`config.mk`:
```
export PLATFORM = sky130hd
export DESIGN_NAME = sparse_frame_expander
export DESIGN_NICKNAME = d
export VERILOG_FILES = /design/src/rtl/cs_pkg.sv /design/src/rtl/cs_sat_add.sv /design/src/rtl/sparse_frame_expander.sv
export SDC_FILE = /design/constraint.sdc
export NUM_CORES = 1
export LEC_CHECK = 0
export ABC_CLOCK_PERIOD_IN_PS = 2400
export CAP_MARGIN = 0
export CORE_ASPECT_RATIO = 1.4
export CORE_MARGIN = 10
export CORE_UTILIZATION = 30
export DETAILED_ROUTE_END_ITERATION = 10
export HOLD_SLACK_MARGIN = 0.05
export PLACE_DENSITY = 0.61
export SYNTH_ARGS = -nofsm -noshare
export SYNTH_HDL_FRONTEND = slang
export SYNTH_SLANG_ARGS = --single-unit
```
`constraint.sdc`:
```
create_clock -name clk -period 2.4 [get_ports clk]
set_input_delay 0.48 -clock clk [delete_from_list [all_inputs] [get_ports clk]]
set_output_delay 0.48 -clock clk [all_outputs]
set_load 0.03 [all_outputs]
```
`src/rtl/cs_pkg.sv`:
```
// Shared constants and state encoding for the sparse coefficient link stages.
package cs_pkg;

  localparam int unsigned N    = 2048;  // samples per frame
  localparam int unsigned IDW  = 12;    // index width
  localparam int unsigned DW   = 12;    // signed sample width

  // DC offset restored to every sample; shared with the threshold stage
  localparam logic signed [DW-1:0] MEAN = 12'sd958;

  localparam logic [IDW-1:0] FRAME_LEN  = IDW'(N);
  localparam logic [IDW-1:0] LAST_IDX   = IDW'(N - 1);
  // All-ones index marks an empty frame; it can never match a sample index
  localparam logic [IDW-1:0] IDX_MARKER = '1;

  typedef enum logic [1:0] {
    StIdle,
    StExpand,
    StDrain
  } state_e;

endpackage

```
`src/rtl/cs_sat_add.sv`:
```
// Signed saturating adder: y = clamp(a + b) to the W-bit signed range.
module cs_sat_add #(
  parameter int unsigned W = 12
) (
  input  logic signed [W-1:0] a,
  input  logic signed [W-1:0] b,
  output logic signed [W-1:0] y
);

  logic signed [W:0] sum;

  // Add with one guard bit, clamp when the top two bits disagree
  always_comb begin
    sum = {a[W-1], a} + {b[W-1], b};
    if (sum[W] != sum[W-1]) begin
      y = sum[W] ? {1'b1, {(W-1){1'b0}}} : {1'b0, {(W-1){1'b1}}};
    end else begin
      y = sum[W-1:0];
    end
  end

endmodule

```
`src/rtl/sparse_frame_expander.sv`:
```
// Sparse (index, value) pairs -> dense N-sample frame with MEAN restored.
// Optional build macro SFE_ORDER_CHECK_EN enables the sticky protocol error flag.
module sparse_frame_expander
  import cs_pkg::*;
(
  input  logic                  clk,
  input  logic                  reset,
  input  logic                  start,
  input  logic                  in_valid,
  output logic                  in_ready,
  input  logic [IDW-1:0]        in_idx,
  input  logic signed [DW-1:0]  in_val,
  input  logic                  in_last,
  output logic                  out_valid,
  input  logic                  out_ready,
  output logic signed [DW-1:0]  out_sample,
  output logic [IDW-1:0]        out_id,
  output logic                  out_last,
  output logic                  busy,
  output logic                  done,
  output logic                  err
);

  state_e                state_q, state_d;
  logic [IDW-1:0]        cnt_q, cnt_d;
  logic                  pair_vld_q, pair_vld_d;
  logic [IDW-1:0]        pair_idx_q, pair_idx_d;
  logic signed [DW-1:0]  pair_val_q, pair_val_d;
  logic                  last_seen_q, last_seen_d;
  logic                  done_q, done_d;

  logic                  expanding, match, stale, out_hs, consume, at_end, accept, frame_close;
  logic signed [DW-1:0]  sat_sum;

  cs_sat_add #(
    .W (DW)
  ) u_sat_add (
    .a (pair_val_q),
    .b (MEAN),
    .y (sat_sum)
  );

  // Handshake qualifiers, all derived from registered state plus the two ready/valid inputs
  always_comb begin
    expanding   = (state_q == StExpand);
    match       = pair_vld_q && (pair_idx_q == cnt_q);
    stale       = pair_vld_q && (pair_idx_q < cnt_q);
    out_hs      = expanding && out_ready;
    consume     = out_hs && match;
    at_end      = (cnt_q == LAST_IDX);
    accept      = in_valid && in_ready;
    // Frame closes cleanly if in_last was seen earlier or arrives on the final handshake
    frame_close = last_seen_q || (accept && in_last);
  end

  // Outputs: dense side from registered state only; in_ready may follow out_ready
  always_comb begin
    out_valid  = expanding;
    out_id     = expanding ? cnt_q : '0;
    out_last   = expanding && at_end;
    out_sample = expanding ? (match ? sat_sum : MEAN) : '0;
    busy       = (state_q != StIdle);
    done       = done_q;
    unique case (state_q)
      StExpand: in_ready = !last_seen_q && (!pair_vld_q || consume || stale);
      StDrain:  in_ready = 1'b1;
      default:  in_ready = 1'b0;
    endcase
  end

  // Next-state: FSM, sample counter and the single-entry pair register
  always_comb begin
    state_d     = state_q;
    cnt_d       = cnt_q;
    pair_vld_d  = pair_vld_q;
    pair_idx_d  = pair_idx_q;
    pair_val_d  = pair_val_q;
    last_seen_d = last_seen_q;
    done_d      = 1'b0;
    unique case (state_q)
      StIdle: begin
        if (start) begin
          state_d     = StExpand;
          cnt_d       = '0;
          pair_vld_d  = 1'b0;
          last_seen_d = 1'b0;
        end
      end
      StExpand: begin
        if (accept) begin
          pair_vld_d = 1'b1;
          pair_idx_d = in_idx;
          pair_val_d = in_val;
          if (in_last) last_seen_d = 1'b1;
        end else if (consume || stale) begin
          pair_vld_d = 1'b0;
        end
        if (out_hs) begin
          cnt_d = cnt_q + 1'b1;
          if (at_end) begin
            cnt_d      = '0;
            pair_vld_d = 1'b0;  // anything still pending is dropped
            if (frame_close) begin
              state_d = StIdle;
              done_d  = 1'b1;
            end else begin
              state_d = StDrain;
            end
          end
        end
      end
      StDrain: begin
        if (accept && in_last) begin
          state_d = StIdle;
          done_d  = 1'b1;
        end
      end
      default: state_d = StIdle;
    endcase
  end

  // State registers, synchronous active-high reset
  always_ff @(posedge clk) begin
    if (reset) begin
      state_q     <= StIdle;
      cnt_q       <= '0;
      pair_vld_q  <= 1'b0;
      pair_idx_q  <= '0;
      pair_val_q  <= '0;
      last_seen_q <= 1'b0;
      done_q      <= 1'b0;
    end else begin
      state_q     <= state_d;
      cnt_q       <= cnt_d;
      pair_vld_q  <= pair_vld_d;
      pair_idx_q  <= pair_idx_d;
      pair_val_q  <= pair_val_d;
      last_seen_q <= last_seen_d;
      done_q      <= done_d;
    end
  end

`ifdef SFE_ORDER_CHECK_EN
  logic err_q, err_d;
  logic bad_idx, end_drop;

  // Sticky error: stale drop, out-of-range index, pending pair lost at close, or DRAIN entry
  always_comb begin
    err_d    = err_q;
    bad_idx  = accept && (in_idx >= FRAME_LEN) && (in_idx != IDX_MARKER);
    end_drop = (pair_vld_q && !consume && !stale && (pair_idx_q != IDX_MARKER)) ||
               (accept && (in_idx != IDX_MARKER));
    if (state_q == StIdle) begin
      if (start) err_d = 1'b0;
    end else if (expanding) begin
      if (stale || bad_idx) err_d = 1'b1;
      if (out_hs && at_end && (end_drop || !frame_close)) err_d = 1'b1;
    end
  end

  // Error flag register
  always_ff @(posedge clk) begin
    if (reset) err_q <= 1'b0;
    else       err_q <= err_d;
  end

  assign err = err_q;
`else
  assign err = 1'b0;
`endif

endmodule

```
# Yosys cells after proc, flatten, opt, wreduce, memory -nomap -nowiden

Index checks and enable logic that the tools add are counted.

Add/subtract/negate cells: 2
Magnitude comparators: 1
Equal/unequal tests: 11
Multiplexer cells: 30
Reduce and logical (&&, ||, !) cells: 22

Operators by type and width:

| kind                                                  | number |
|---|---|
| 2-to-1 mux 12 bit                                     | 8 |
| case mux 12 bit (2 select lines)                      | 1 |
| adder 12 x 11 -> 13 bit, second input constant        | 1 |
| adder 12 x 1 -> 12 bit, second input constant         | 1 |
| equality test 12 x 11 -> 1 bit, second input constant | 1 |
| equality test 12 bit                                  | 1 |
| < comparator 12 bit                                   | 1 |
| 2-to-1 mux 1 bit                                      | 11 |
| 2-to-1 mux 2 bit                                      | 5 |
| logical AND 1 bit                                     | 8 |
| case mux 1 bit (2 select lines)                       | 4 |
| AND reduction 4 bit                                   | 2 |
| != test 2 x 1 -> 1 bit, second input constant         | 3 |
| != test 2 bit, second input constant                  | 3 |
| case mux 2 bit (3 select lines)                       | 1 |
| logical OR 1 bit                                      | 4 |
| AND reduction 2 bit                                   | 2 |
| nonzero test 2 bit                                    | 2 |
| AND reduction 3 bit                                   | 1 |
| equality test 2 x 1 -> 1 bit, second input constant   | 1 |
| equality test 2 bit, second input constant            | 1 |
| zero test 1 bit                                       | 2 |
| zero test 2 bit                                       | 1 |
| != test 1 bit                                         | 1 |

Register bits after elaboration: 41
Input port bits: 30
Output and inout bits: 30
Logic and storage cells: 73

# Longest topological paths before layout

Depth after elaboration: 14
Depth in mapped cells: 9
Gate-level depth less buffers: 8

# By module

Synthesis repeated with hierarchy kept, for this count alone.

Cell total of the unflattened synthesis: 401
Area total of the unflattened synthesis: 3121.7 µm²

By module, submodules not included:

| module                | times used | cells each | area each (µm²) | sequential area each (µm²) |
|---|---|---|---|---|
| sparse_frame_expander | 1          | 304        | 2393.5          | 820.8 |
| cs_sat_add            | 1          | 97         | 728.2           | 0.0 |

# Worst setup path after synthesis

OpenSTA, ideal clock, no wires.

Kind: reg-to-output
Start: register pair_val_q[1]
End: output port out_sample[3]
Data arrival time: 2.196 ns
Required time: 1.920 ns
Path slack: -0.276 ns
Cell stages (with the launch flop): 9
Buffers on the path: 0
Cell sequence: dfxtp_1 > inv_1 > ha_1 > or4b_4 > nand2_2 > a21oi_2 > a22o_4 > nand2b_4 > o21ai_1

Cells in the longest elaborated chain, start to end: 5
Elaborated cells between the ends (all ways): 6
Classes of those cells: add/sub: 1; eq/ne: 1; mux: 4

Ends and longest elaborated chain:

| item                                                      | line                               | source |
|---|---|---|
| start, declared                                           | sparse_frame_expander.sv:28        | `logic signed [DW-1:0] pair_val_q, pair_val_d;` |
| start signal, assigned                                    | sparse_frame_expander.sv:137       | `pair_val_q <= pair_val_d;` |
| adder 12 x 11 -> 13 bit (*)                               | cs_sat_add.sv:14                   | `sum = {a[W-1], a} + {b[W-1], b};` |
| 2-to-1 mux 12 bit / != test 1 bit (equally long branches) | cs_sat_add.sv:16, cs_sat_add.sv:15 |  |
| 2-to-1 mux 12 bit (*)                                     | cs_sat_add.sv:15                   | `if (sum[W] != sum[W-1]) begin` |
| 2-to-1 mux 12 bit (*) (2 in a row)                        | sparse_frame_expander.sv:61        | `out_sample = expanding ? (match ? sat_sum : MEAN) : '0;` |
| end, declared                                             | sparse_frame_expander.sv:16        | `output logic signed [DW-1:0] out_sample,` |

Every way passes the cells marked *; elsewhere a longest branch is shown, timed or not.

# Final worst setup path

Start: register pair_val_q[1]
End: output port out_sample[7]

Same word-level chain as after synthesis.

==> reports/results.env <==
OUTCOME='finished with violations'
FAILED_CHECKS='setup timing'
HOLD_PATH_CLASS='flop to flop'
POWER-PER-CELL-AREA_mW_PER_MM2=770
CORE_AREA_SQ_MM=0.00898
SYNTHDOMINANTAREACELLTYPE='dfxtp_1'
POSTSYNTHREGISTERBITS=41
ANTENNA_CELLS_INSERTED=0
FLOORPLAN.INITIALDENSITY_PCT=30.7
SYNTH_SEQUENTIAL_AREA_RATIO_PCT=29.8
WORST_CLOCK_SKEW_PS=7.08
SYNTHCELLS=324
SW_FRAC_OF_TOTAL_PCT=40.4
SYNTH-WARNING-COUNT=0
CLOCK_LATENCY_PS=290
SYNTH.MOST_COMMON_CELL='nand2b_1'
LAYOUT_MIN_CYCLE_TIME_PS=2820
CTS-ROOT-TO-SINK-BUFFERS=2
DETAILEDPLACEMENTHPWL_MM=5.82
PWR-SHARE-SEQ_PCT=22.2
UNREPAIRED_SETUP_ENDPOINTS_AFTER_GLOBAL_ROUTING='true'
PART_OF_THE_POWER_IN_COMBINATIONAL_LOGIC_PCT=53.1
DETAIL_ROUTE.ITER0.VIOLATIONS=65
SYNTH.AVG_CELL_AREA_SQ_UM=8.50
CRIT_SLOWEST_CELL='or4b_4'
WL_MM=8.15
NETLIST_AREA_SQ_MM=0.00275
FF2FF_SETUP_SLACK_PS=10
HOLD_PATH_STARTPOINT='pair_idx_q[0]'
TIMING.MAX_CAP.VIOLATIONS=0
R2R_START='cnt_q[6]'
IOS=60
WORST_EP_REQUIRED_TIME_PS=1920
FF2FF_PATH_DEPTH=10
POWER.IR.VDD_WORST_V=0.000588
FLOORPLAN.DIE_AREA_SQ_MM=0.0135
AREA_GROWTH_SYN_TO_LAYOUT_PCT=57.7
COUNT_OF_FLIP_FLOPS_WITH_A_BUILT_IN_ENABLE_AFTER_SYNTHESIS=0
CRITICALPATHCATEGORY='flop to output pin'
NUM_VIAS=2605
SETUP.WORST_PATH.START_CLASS='flop'
FINALSETUPVIOLCOUNT=13
DRC=0
POWER.CLOCK.FRACTION_PCT=24.7
TIMING.CRITICAL_PATH.FANOUT_MAX=8
FINAL.SETUP.WORST_SLACK_PS=-419
FINALHOLDVIOLATIONS=0
CTS_NUM_SINKS=41
GRT_USE_TOTAL_PCT=11.8
INITIAL_ANTENNA_VIOLATION_COUNT=0
ROUTED_WIRE_LENGTH_PER_INSTANCE_MICRONS=15.2
MAX_FREQUENCY_MHz=355
NETLIST-CELL-TYPE-COUNT=48
GRT_PASS1_WL_MM=13.0
ROWS=41
DRT_PRE_ANTENNA_ITERS=4
WHS_ENDPOINT='pair_idx_q[0]'
FINALCRITPERIODSHARE_PCT=117
HOLD-PATH-CELL-COUNT=2
SWITCHING_POWER_W=0.00135
YS_TOP_CELLS_BY_COUNT='nand2b_1 (53), dfxtp_1 (41), nor2_1 (30)'
CRITICAL_PATH.CELL_CHAIN='inv_2 -> ha_4 -> or4b_4 -> nand2_4 -> a21oi_4 -> a22o_4 -> nand2b_4 -> o21ai_4 -> buf_6'
CLOCK_ROOT_CELL='clkbuf_16'
DETAILEDPLACE.WORSTSLACK_PS=-210
CRITPATHCAPTURETYPE='output pin'
FIN_UTIL_PCT=48.3
ROUTE.ANTENNA.REMAINING_NETS=0
FINAL.HOLD.WORST_SLACK_PS=478
GRT_MAX_DEGREE=61
CRITICAL-PATH-MAX-STAGE-DELAY_PS=490
CTS-HTREE-LEVELS=2
GPL.FINAL_WEIGHTED_CONGESTION=0.782
SYNTH_TOP_CELLS_BY_AREA='dfxtp_1 (30%), nand2b_1 (12%), mux2i_1 (9.5%)'
FINAL_NUMBER_OF_MAX_TRANSITION_VIOLATIONS=0
YS_ASYNC_SR_FRACTION_PCT=0
GRT.OVERFLOW.TOTAL=0
CLK_PIN_SLEW_WORST_PATHS_PS=60
VIAS_IN_THE_FIRST_GLOBAL_ROUTE=2774
FINALNETCOUNT=477
SYNTHFLOPTYPE='dfxtp_1'
INTPOWER_W=0.00199
CTS_INSERTED_BUFFERS=5
DIE-HEIGHT_MICRONS=133
DIE_W_MICRONS=101
TRITONCTS='yes'
RR_ENDPOINT='pair_idx_q[6]'
VIAS_PER_CELL=4.85
WORSTPATHARRIVAL_PS=2340
LEAKAGEPOWER_nW=1.72
SYNTHESIZED_NETS=372
SYNTHDOMINANTCELLAREASHARE_PCT=29.8
PLACE.PORT_BUFFERS=58
FINAL_LAYOUT_SIZE_SUFFIX_GT1_SHARE_PCT=35.1
routing by layer:
layer  GRT usage (%)  vias to the layer above  wire length, microns
met5               0                        -                     0
met2            21.1                       52                  4410
li1                -                     1317                     -
met1            12.2                     1226                  3190
met4            5.05                        0                   181
met3            3.47                       10                   366
cell usage in the layout, fill, tap and decap left out, types with 5 or more instances in the layout:
cell,instances
nor2_1,30
dfxtp_2,13
nand2_1,14
ha_1,6
dfxtp_1,27
nor2b_1,6
nand3_1,5
inv_2,12
buf_4,62
xnor2_1,14
nand4_1,11
a21oi_1,9
nand2b_1,52
nor3_1,5
clkdlybuf4s50_1,32
o21ai_4,8
buf_6,13
mux2i_1,25
ha_4,12
clkbuf_16,6
inv_1,10
flip-flops by register name, indices dropped and copies added (netlist names):
signal and count:
done 1, pair_val_q 12, cnt_q 12, pair_idx_q 12
last_seen_q 1, pair_vld_q 1, state_q 2
power groups by stage:
| stage | Sequential, W | Clock (W) | Combinational [W] |
|---|---|---|---|
| finish | 0.000741 | 0.000826 | 0.00178 |
| global route | 0.000745 | 0.000857 | 0.00191 |
| CTS | 0.000740 | 0.000838 | 0.00178 |
| detailed placement | 0.000752 | 0 | 0.00160 |
| global placement | 0.000751 | 0 | 0.00159 |
| floorplan | 0.000751 | 0 | 0.00108 |
per-stage QoR:
stage / instances / setup TNS, ps / cell area (sq um) / power, W
after global placement: 518 / -1360 / 3800 / 0.00234
after CTS: 533 / -4240 / 4210 / 0.00336
after global routing: 537 / -6950 / 4340 / 0.00351
after detailed placement: 518 / -1960 / 3800 / 0.00236
final: 537 / -4530 / 4340 / 0.00334
after floorplan: 324 / -456 / 2870 / 0.00183
layout make-up:
type | count | area, sq um
clock inverters | 2 | 36.3
clock buffers | 6 | 139
repair buffers | 111 | 1020
fillers | 818 | 4640
well taps | 107 | 134
inverters | 23 | 88.8
multi-input cells | 247 | 2080
flip-flops and latches | 41 | 841
kinds of logic after synthesis:
| family | after synthesis | synth area share, % |
|---|---|---|
| simple gates | 140 | 28.5 |
| compound gates | 45 | 12.6 |
| flops | 41 | 29.8 |
| buf+inv | 36 | 5.86 |
| mux | 26 | 9.45 |
| fa+ha+maj | 18 | 8.18 |
| xor+xnor | 17 | 5.41 |
| other cells | 1 | 0.136 |
worst max-delay path: cells and delay by family (launching register included):
| kind | cells | cell delay, ps |
|---|---|---|
| buffers and inverters | 2 | 200 |
| DFF | 1 | 340 |
| AOI/OAI and AO/OA | 3 | 510 |
| adders and majority gates | 1 | 120 |
| and+or+nand+nor | 3 | 870 |
timing repair:
action | CTS | global route
setup endpoints to repair | 13 | 37
cloned | 0 | 1
pin swaps | 23 | 18
buffers inserted | 7 | 4
endpoints found under the hold margin | 0 | 0
hold buffers | 0 | 0
gates resized for setup | 40 | 20
worst max-delay path by stage:
stage	from	endpoint
floorplan	pair_val_q[1]	out_sample[1]
global placement	pair_val_q[1]	out_sample[7]
detailed placement	pair_val_q[1]	out_sample[5]
CTS	pair_val_q[1]	out_sample[5]
global route	pair_val_q[1]	out_sample[7]
finish	pair_val_q[1]	out_sample[7]
Note: power is estimated with default switching activity, not from simulation.
==> patch: new RTL, same settings <==
Encoding of `state_e`: now one-hot (3 bits for 3 states).
--- a/src/rtl/cs_pkg.sv
+++ b/src/rtl/cs_pkg.sv
@@ -13,10 +13,10 @@
   // All-ones index marks an empty frame; it can never match a sample index
   localparam logic [IDW-1:0] IDX_MARKER = '1;
 
-  typedef enum logic [1:0] {
-    StIdle,
-    StExpand,
-    StDrain
+  typedef enum logic [2:0] {
+    StIdle   = 3'b001,
+    StExpand = 3'b010,
+    StDrain  = 3'b100
   } state_e;
 
 endpackage
Check against the original RTL: no difference found for any inputs over 10 cycles, from zero or initial values and one cycle with reset high; not proved beyond that.
==> patch against the original RTL <==
Synthesized area is 2.5% higher. Synthesized cell count up 4.9%. Design area rose by 3.2%. Worst hold slack worse by 2.8 ps. Sequential cell count is 1 higher. Wire length grew 11%. Global-route usage grew 1.1 points. Setup slack got worse by 55 ps. Via count up 7.7%. Core utilization increased by 0.97 points. Critical path type unchanged. The flow still finishes with violations (setup timing).
Power is not compared: it rests on default switching activity, and its combinational part moved more than twofold at a synthesized area within 25%.
==> patch: results (changes against the original RTL) <==
{| class="wikitable"
! Metric !! Value
|-
| Multi-input combinational cell count || 262 (+6.1%)
|-
| Area taken by flip-flops and latches || 861 µm² (+2.4%)
|-
| Half-perimeter wire length of the detailed placement result || 6590 µm (+13%)
|-
| Number of non-clock inverters || 19 (-17%)
|-
| Proportion of layout cells with a drive suffix above 1 || 0.357 (+0.00598)
|-
| Non-clock buffers || 132 (+19%)
|-
| Largest cells by area after synthesis || dfxtp_1, nand2b_1, mux2i_1
|-
| Total length of routed met3 wires || 543 µm (+48%)
|-
| Final Worst Setup Slack || -474 ps (-55.4 ps)
|-
| Vias || 2805 (+7.7%)
|-
| Top cells by instance count after synthesis || nand2b_1, dfxtp_1, nor2_1
|-
| Instance count of the mapped netlist || 340 (+4.9%)
|-
| Total global-route track usage || 0.129 (+0.0110)
|-
| Placed Instance Area || 0.00395 mm² (+4.0%)
|-
| Pin count of the biggest net entering global routing || 29 (-52%)
|-
| M1 GR Usage || 0.137 (+0.0150)
|-
| Area share of xor/xnor cells in the synthesized design || 0.0373 (-0.0168)
|-
| Distinct cells, synth || 58 (+21%)
|-
| Via count of the first global-routing pass || 2951 (+6.4%)
|-
| Detailed route wirelength on metal2 || 4750 µm (+7.7%)
|-
| Worst Clk Skew || 6.11 ps (-0.963 ps)
|-
| Setup slack after placement || -202 ps (+7.83 ps)
|-
| Seq area share || 0.192 (-0.00148)
|-
| Adder-cell share of the synthesized area || 0.0621 (-0.0197)
|-
| Proportion of synthesized area in mux cells || 0.0892 (-0.00537)
|-
| Clk_buf instances || 7 (+1)
|-
| CP max-delay cell || or3_4
|-
| Outcome || finished with violations
|-
| Routability congestion estimate || 0.846 (+8.1%)
|-
| DR iter-0 viols || 106 (+63%)
|-
| Top cell family by delay on the critical path || compound AO/OA/AOI/OAI gates
|-
| Number of failing setup endpoints in the final timing report || 40 (+27)
|-
| Met2 track utilization from global routing || 0.234 (+0.0230)
|-
| Share of final layout cell area taken by non-clock buffers || 0.273 (+0.0386)
|-
| Peak per-stage delay on the critical path || 360 ps (-130 ps)
|-
| Violations in the final reports || setup timing
|-
| Filler cell count in the final layout || 813 (-0.61%)
|-
| Global-route track usage on met3 || 0.0312 (-0.00352)
|-
| Clock buf/inv share || 0.0296 (-0.0107)
|-
| Nets@finish || 506 (+6.1%)
|-
| Synth Net Count || 384 (+3.2%)
|-
| First-pass GRT wire length || 14200 µm (+9.9%)
|-
| Synth Register Bits || 42 (+2.4%)
|-
| Setup TNS after final layout || -9630 ps (-5100 ps)
|-
| Cell Area, Synth || 0.00282 mm² (+2.5%)
|-
| Sum of routed wire segments on met1 || 3500 µm (+9.8%)
|-
| Fraction of area in multi-input gates || 0.458 (-0.0223)
|-
| Vias per Instance || 4.93 (+1.6%)
|}
## patch: changes by cell type in the layout (fill, tap and decap cells not counted), moves of 6 or more
cell,change
a21oi_4,+8
buf_4,+12
inv_2,-6
nand2_1,+8
nand4_1,-7
nor2b_1,-6
o21ai_4,-8
xnor2_1,-6
## patch: final timing paths
check | slack [ps] | endpoint | depth (start not counted)
setup / recovery | -470 | out_sample[1] | 9
hold / removal | 470 | pair_idx_q[0] | 2
setup reg to reg | -230 | state_q[2] | 11
hold reg to reg | 470 | pair_idx_q[0] | 2
## patch: logic make-up (layout without fill, tap and decap cells)
kind of cell,Yosys count,after routing
adder cells (fa/ha/maj),14,14
multiplexers,25,25
AO/OA/AOI/OAI,56,56
flip-flops,42,42
AND/OR/NAND/NOR,154,154
other,1,1
buffers and inverters,36,158
XOR/XNOR,12,12
## patch: timing repair
action	in CTS	in global routing
pin swaps	20	8
cloned	2	1
resized for setup	35	28
setup buffers	13	5
endpoints found under the setup margin	40	42
